===== src/rtl/decereal.sv =====
// decereal: oversampling serial receiver for the cereal link (start, 8 data bits LSB first, stop).
// Define DECEREAL_PARITY_EN to add an even-parity bit after the data bits and the parity_err port.
module decereal #(
   parameter int CLKS_PER_BIT = 434
) (
   input  logic       sysclk,
   input  logic       reset_n,
   input  logic       cereal_in,
   output logic [7:0] data,
   output logic       valid,
   output logic       frame_err,
   output logic       busy,
`ifdef DECEREAL_PARITY_EN
   output logic       parity_err,
`endif
   output logic [2:0] state_dbg
);

   localparam int CW = $clog2(CLKS_PER_BIT);
   localparam logic [CW-1:0] FULL_M1 = CW'(CLKS_PER_BIT - 1);
   localparam logic [CW-1:0] HALF_M1 = CW'(CLKS_PER_BIT / 2 - 1);

   typedef enum logic [2:0] {
      IDLE      = 3'd0,
      START     = 3'd1,
      DATA      = 3'd2,
      STOP      = 3'd3,
`ifdef DECEREAL_PARITY_EN
      PARITY    = 3'd5,
`endif
      WAIT_HIGH = 3'd4
   } state_t;

   state_t          state, state_next;
   logic            sync1, sync2, sync_prev;
   logic [CW-1:0]   cnt;
   logic [2:0]      bit_idx;
   logic [7:0]      shreg;
   logic            fall, line, cnt_done;
   logic            cnt_clr, shift_en, load_en, ferr_set;
`ifdef DECEREAL_PARITY_EN
   logic            par_bit, par_en, perr_set;
`endif

   // Synchronizer and previous-value flops idle high so reset never looks like a start edge.
   always_ff @(posedge sysclk or negedge reset_n) begin
      if (!reset_n) begin
         sync1     <= 1'b1;
         sync2     <= 1'b1;
         sync_prev <= 1'b1;
      end else begin
         sync1     <= cereal_in;
         sync2     <= sync1;
         sync_prev <= sync2;
      end
   end

   assign line     = sync2;
   assign fall     = sync_prev & ~sync2;
   assign cnt_done = (state == START) ? (cnt == HALF_M1) : (cnt == FULL_M1);

   always_ff @(posedge sysclk or negedge reset_n) begin
      if (!reset_n) state <= IDLE;
      else          state <= state_next;
   end

   always_comb begin
      state_next = state;
      cnt_clr    = 1'b0;
      shift_en   = 1'b0;
      load_en    = 1'b0;
      ferr_set   = 1'b0;
`ifdef DECEREAL_PARITY_EN
      par_en     = 1'b0;
      perr_set   = 1'b0;
`endif
      case (state)
         IDLE: begin
            if (fall) begin
               cnt_clr    = 1'b1;
               state_next = START;
            end
         end
         START: begin
            if (cnt_done) begin
               cnt_clr    = 1'b1;
               state_next = line ? IDLE : DATA;
            end
         end
         DATA: begin
            if (cnt_done) begin
               cnt_clr  = 1'b1;
               shift_en = 1'b1;
               if (bit_idx == 3'd7) begin
`ifdef DECEREAL_PARITY_EN
                  state_next = PARITY;
`else
                  state_next = STOP;
`endif
               end
            end
         end
`ifdef DECEREAL_PARITY_EN
         PARITY: begin
            if (cnt_done) begin
               cnt_clr    = 1'b1;
               par_en     = 1'b1;
               state_next = STOP;
            end
         end
`endif
         STOP: begin
            if (cnt_done) begin
               cnt_clr = 1'b1;
               if (line) begin
                  load_en    = 1'b1;
`ifdef DECEREAL_PARITY_EN
                  perr_set   = par_bit ^ (^shreg);
`endif
                  state_next = IDLE;
               end else begin
                  ferr_set   = 1'b1;
                  state_next = WAIT_HIGH;
               end
            end
         end
         WAIT_HIGH: begin
            if (line) state_next = IDLE;
         end
         default: state_next = IDLE;
      endcase
   end

   // Datapath: bit timing counter, shift register and registered output pulses.
   always_ff @(posedge sysclk or negedge reset_n) begin
      if (!reset_n) begin
         cnt       <= '0;
         bit_idx   <= 3'd0;
         shreg     <= 8'h00;
         data      <= 8'h00;
         valid     <= 1'b0;
         frame_err <= 1'b0;
      end else begin
         if (cnt_clr)
            cnt <= '0;
         else if (state != IDLE && state != WAIT_HIGH)
            cnt <= cnt + 1'b1;
         if (state == START)
            bit_idx <= 3'd0;
         else if (shift_en)
            bit_idx <= bit_idx + 3'd1;
         if (shift_en)
            shreg <= {line, shreg[7:1]};
         if (load_en)
            data <= shreg;
         valid     <= load_en;
         frame_err <= ferr_set;
      end
   end

`ifdef DECEREAL_PARITY_EN
   always_ff @(posedge sysclk or negedge reset_n) begin
      if (!reset_n) begin
         par_bit    <= 1'b0;
         parity_err <= 1'b0;
      end else begin
         if (par_en) par_bit <= line;
         parity_err <= perr_set;
      end
   end
`endif

   assign busy      = (state != IDLE);
   assign state_dbg = state;

endmodule


===== config.mk =====
export PLATFORM = sky130hd
export DESIGN_NAME = decereal
export DESIGN_NICKNAME = d
export VERILOG_FILES = /design/src/rtl/decereal.sv
export SDC_FILE = /design/constraint.sdc
export NUM_CORES = 1
export LEC_CHECK = 0
export CORE_ASPECT_RATIO = 0.8
export CORE_UTILIZATION = 44
export CTS_CLUSTER_SIZE = 25
export DETAILED_ROUTE_END_ITERATION = 12
export PLACE_DENSITY = 0.74
export SYNTH_ARGS = -nofsm -noshare
export SYNTH_HDL_FRONTEND = slang
export SYNTH_SLANG_ARGS = --single-unit

===== constraint.sdc =====
create_clock -name sysclk -period 1.9 [get_ports sysclk]
set_input_delay 0.285 -clock sysclk [delete_from_list [all_inputs] [get_ports sysclk]]
set_output_delay 0.285 -clock sysclk [all_outputs]
set_load 0.01 [all_outputs]

==> out/metrics.cfg <==
[outcome]
status = finished, final reports clean

[floorplan]
core_area_um2 = 3540
num_io_pins = 17
dieArea_um2 = 4090
die_w_um = 71.2
fp-row-count = 19
start_util_pct = 47.6
die_height_um = 57.4

[global_routing]
antenna_found_initial = 0
grt_overflow = 0
grt_max_degree = 37
grt_pass1_vias = 1092
grt_first_pass_wirelength_um = 5040
grt_use_total_pct = 16.3

[timing]
hold_viol = 0
slew_violations = 0
fin_crit_sh_pct = 96.8
holdWs_ps = 356
max_freq_mhz = 544
fin_setup_tns_ps = 0
setup_viol = 0
min_period_ps = 1840
worst_pin_slew_ps = 451
fin_skew_ps = 5.81
slew_headroom_pct = 69.9
rsz0062_at_grt = false

[pwr]
peakVddDrop_v = 0.000524
leakage_nw = 0.966
total_power_w = 0.00192
power_density_nw_per_um2 = 946

[setup_path]
crit_type = flop to output port
timing.critical_path.buf_inv = 1
max_stage_delay_ps = 500
cp-end-kind = output port
critPathSlowestCell = or3_2
required_ps = 1620
path_delay_family = simple AND/OR/NAND/NOR gates
cp_max_fo = 8
worstPathCellList = or3_2 -> dlygate4sd2_1
critPathArrivalTime_ps = 1550
startpoint_type = flop

[cells_and_area]
syn_to_final_growth_pct = 20.3
n_antenna_cell = 0
fillers = 287
final_core_util_pct = 57.3
final_area_um2 = 2030
nets = 163
drive_gt1_share_pct = 31.6

[placement]
io_buffers = 16
dpl.hpwl_um = 2080
place_area_um2 = 1920
place.gp.congestion = 0.783

[yosys]
synthCells = 130
synthTopCellsByArea = dfrtp_1 49%, mux2_2 11%, dfstp_2 4.7%
synth_top_area_share_pct = 49.0
synth.most_common_cell = dfrtp_1
async_flop_share_pct = 100
seq_area_frac_synth_pct = 53.6
ys.flop_type = dfrtp_1
synth.avg_cell_area_um2 = 13.0
synth_fp_nets = 136
syn-cell-area_um2 = 1690
yosysWarnings = 0
ys_ff_latch = 36
synth_top_area_cell = dfrtp_1
synth.distinct_cells = 41
synth_edf_count = 0
netlist_top_cells_count = 33 x dfrtp_1, 16 x mux2_2, 10 x nor2_1

[drt]
wire_per_inst_um = 14.9
route.vias.total = 1070
viasPerCell = 5.35
ant_nets = 0
drt-pass1-iter-count = 4
drc = 0
finalWirelength_um = 2990
drt_iter0_drc = 82

[clock_network]
clk_latency_ps = 290
postCtsHoldBufs = 0
cts-root-buf = clkbuf_8
clockBufferDepth = 2
cts_tree = done
clk_pin_slew_ps = 80
clock-sinks = 36
numCtsBuffers = 5
htree_levels = 2

[hold_path]
hold_class = flop to flop

[run]
drv_cap = 0

## per-layer routing
metal / part of all wire [%] / track usage, %
met1: 49 / 22.0
met2: 47 / 25.0
met3: 3.2 / 4.77
met4: 1.1 / 6.00
met5: 0 / 0
## report_power, final
group	switching (W)	internal, W	total (W)
Combinational	0.000154	0.000147	0.000301
Clock	0.000282	0.000388	0.000671
Sequential	0.0000987	0.000850	0.000949
## timing repair
action	CTS	global route
setup endpoints to repair	1	0
resized for setup	2	0
setup buffers	0	0
## path summary, 6_finish.rpt
kind                                          start                   to  slack, ps  depth (start not counted)
max                        state_dbg[1]$_DFFE_PN0P_                 busy         60                          2
min                                 sync1$_DFF_PN1_       line$_DFF_PN1_        360                          0
max reg2reg                      cnt[6]$_DFFE_PN0P_  data[6]$_DFFE_PN0P_        170                          4
min reg2reg                         sync1$_DFF_PN1_       line$_DFF_PN1_        360                          0
max in group asynchronous                   reset_n  sync_prev$_DFF_PN1_       1140                          2
min in group asynchronous                   reset_n   cnt[2]$_DFFE_PN0P_        420                          2
## per-stage QoR
step                cells  setup WS [ps]
finish                200           61.1
global placement      192            176
global route          200           18.0
CTS                   200           55.9
floorplan             130            209
detailed placement    192            145
## cells in the final DEF, fill, tap and decap left out, types with 2 or more instances in the layout
cell and count:
nand4_1 3, mux2i_1 2, o21ai_0 3, nor3_1 9, nand2_1 5, xor2_1 7
a21oi_1 3, and3_2 2, mux2_2 16, and4bb_2 2, clkbuf_8 5, buf_4 9
dfstp_2 3, nor2_1 10, dfrtp_1 32, xnor2_1 2, clkdlybuf4s50_1 15, ha_1 3
## final cells by class
type,count,area [um2],area share (%)
Tap cell,42,52.6,2.59
Clock inverter,3,42.5,2.10
Clock buffer,5,68.8,3.39
Multi-Input combinational cell,88,729,35.9
Inverter,1,3.75,0.185
Timing Repair Buffer,25,226,11.2
Sequential cell,36,906,44.6
## kinds of logic (layout without fill, tap and decap cells)
group	count (synthesis)	after routing	synth area share (%)
XOR/XNOR	9	9	4.67
multiplexers	18	18	11.9
AND/OR/NAND/NOR	44	44	17.6
flip-flops	36	36	53.6
adder cells (fa/ha/maj)	3	3	2.23
AO/OA/AOI/OAI	14	14	6.90
buffers and inverters	6	34	3.12
## sequential cells by signal (all words and copies together), names as in the netlist
register,flops
bit_idx,3
shreg,8
sync1,1
state_dbg,3
valid,1
sync_prev,1
cnt,9
data,8
line,1
frame_err,1
Note: power is estimated with default switching activity, not from simulation.
==> RTL edit, RTL diff (same flow settings) <==
Remove the register `valid`: a continuous assignment takes its place, so the output `valid` follows one clock earlier.
--- a/src/rtl/decereal.sv
+++ b/src/rtl/decereal.sv
@@ -140,3 +140,2 @@
          data      <= 8'h00;
-         valid     <= 1'b0;
          frame_err <= 1'b0;
@@ -155,3 +154,2 @@
             data <= shreg;
-         valid     <= load_en;
          frame_err <= ferr_set;
@@ -159,2 +157,4 @@
    end
+
+   assign valid = load_en;
 
Check against the original RTL: same outputs for any inputs over 10 cycles, from zero or initial values and one cycle with reset_n low; that may be too few to reach the edited logic, so the function may still have changed.
==> RTL edit against the unedited design <==
- total power shrank 1.5%
- synthesized area shrank 1.5%
- register-to-register slack lost 0.08 ns
- synthesized cell count shrank 0.77%
- routed wire length grew 12%
- sequential cell count shrank 1
- non-clock buffer count grew 13
- setup slack gained 0.029 ns
- final area grew 2.8%
==> RTL edit: results (changes against the unedited design) <==
- The startpoint of the lowest-slack register-to-register path is state_dbg[1]$_DFFE_PN0P_.
- The per-cell via count in the routed design was 5.50 (+2.7%).
- The final weighted congestion in routability-driven placement is 0.810 (+3.3%).
- The worst-case register-to-register setup slack is 0.09 ns (-0.08 ns).
- The slowest stage of the critical path is the dfrtp_2 cell.
- The number of cell instances on the worst register-to-register path is 6 (+2).
- The peak supply drop came to 0.431 mV (-18%).
- The total of fill cells in the finished design is 304 (+5.9%).
- The switching portion of total power was 29.8% (+1.9 points).
- STA classifies the critical path startpoint as a register.
- The number of nets at the end of the flow is 175 (+7.4%).
- The placement-stage cell area is 1980 µm² (+3.4%).
- The worst-path maximum fanout is 8 (unchanged).
- The overall track demand over capacity in global routing is 19.2% (+2.9 points).
- The post-synthesis average cell area is 12.9 µm² (-0.72%).
- The capturing point of the worst reg2reg path is state_dbg[1]$_DFFE_PN0P_.
- The average wire length per cell after detail routing is 15.8 µm (+5.8%).
- The longest individual stage delay on the worst path is 0.40 ns (-0.10 ns).
- The async set-or-reset flop fraction in the synthesized netlist came to 100% (unchanged).
- Among cell families on the critical path, the largest total delay comes from compound AO/OA/AOI/OAI gates.
- Ranked by total cell area, the synthesized netlist is headed by dfrtp_1, mux2_2, dfstp_2.
- The startpoint identified for the worst hold timing path is sync1$_DFF_PN1_.
- The minimum hold slack is 0.356 ns (-0.000164 ns).
- The share of the yosys chip area belonging to registers is 52.9% (-0.70 points).
- The number of input and output port buffers inserted is 16 (unchanged).
- The synthesized netlist net count was 135 (-0.74%).
- The run finished with clean final reports.
- The standby leakage power is 1.01 nW (+4.5%).
- The pin count of the biggest net entering global routing is 36 (-2.7%).
- The count of vias placed by the detailed router is 1165 (+8.9%).
- The fraction of layout instances using a drive strength above 1 is 38.2% (+6.6 points).
- The commonest cells after synthesis are dfrtp_1, mux2_2, nor2_1.
- The buffer cell driving the clock tree root is clkbuf_8.
- The setup skew after layout is 0.00626 ns (+0.000452 ns).
- The wire length of the first global-routing pass came to 5.75 mm (+14%).
- The transition time at the pin with the least slew margin is 0.442 ns (-0.00898 ns).
- The violation count after the first detailed-routing iteration was 44 (-46%).
-- RTL edit: changes by cell type after synthesis, sizes merged --
cell	before	now
dfrtp	33	32
-- RTL edit: cell families after synthesis --
group	after synthesis	share of synthesized area (%)
DFF	35	52.9
AOI/OAI and AO/OA	14	7.00
xor gates and xnor gates	9	4.74
adders and majority gates	3	2.26
muxes	18	12.0
buffers and inverters	6	3.16
and+or+nand+nor	44	17.8
-- RTL edit: worst max path at each step --
stage / slack (ns) / end / cells after the start
4_1_cts: 0.02 / valid / 4
2_1_floorplan: 0.21 / cnt[0]$_DFFE_PN0P_ / 5
3_3_place_gp: 0.10 / valid / 4
6_report: 0.09 / state_dbg[1]$_DFFE_PN0P_ / 6
5_1_grt: 0.04 / state_dbg[1]$_DFFE_PN0P_ / 6
3_5_place_dp: 0.09 / valid / 4
-- RTL edit: final cells by class --
type                            count  area share, %
Inverter                            1          0.180
Multi-Input combinational cell     88           35.0
Tap cell                           42           2.52
Clock buffer                        6           3.96
Clock inverter                      2          0.780
Timing Repair Buffer               38           15.3
Sequential cell                    35           42.3
-- RTL edit: layer usage --
layer / global-route usage [%] / share of wire [%] / vias up / wire length, µm
li1: - / - / 548 / -
met1: 25.4 / 47 / 595 / 1560
met2: 29.4 / 49 / 16 / 1640
met3: 6.36 / 2.9 / 6 / 98
met4: 8.00 / 1.5 / 0 / 51
met5: 0 / 0 / - / 0
-- RTL edit: timing repair --
item,4_1_cts,5_1_grt
hold buffers,0,0
setup buffers,1,0
gates resized for setup,4,2
pin swaps,0,0
endpoints found under the hold margin,0,0
endpoints found under the setup margin,2,1
-- RTL edit: through the flow --
stage               util [%]  worst slack, ns
finish                  59.3           0.0900
global route            59.3           0.0439
CTS                     59.4           0.0209
detailed placement      56.4           0.0894
global placement        56.4            0.104
floorplan                  -            0.209
-- RTL edit: power groups by stage --
stage | Combinational [mW] | Clock [mW] | Sequential [mW]
2_1_floorplan | 0.225 | 0 | 0.921
3_3_place_gp | 0.398 | 0 | 0.899
3_5_place_dp | 0.413 | 0 | 0.908
4_1_cts | 0.419 | 0.598 | 0.894
5_1_grt | 0.468 | 0.632 | 0.908
6_report | 0.421 | 0.577 | 0.893
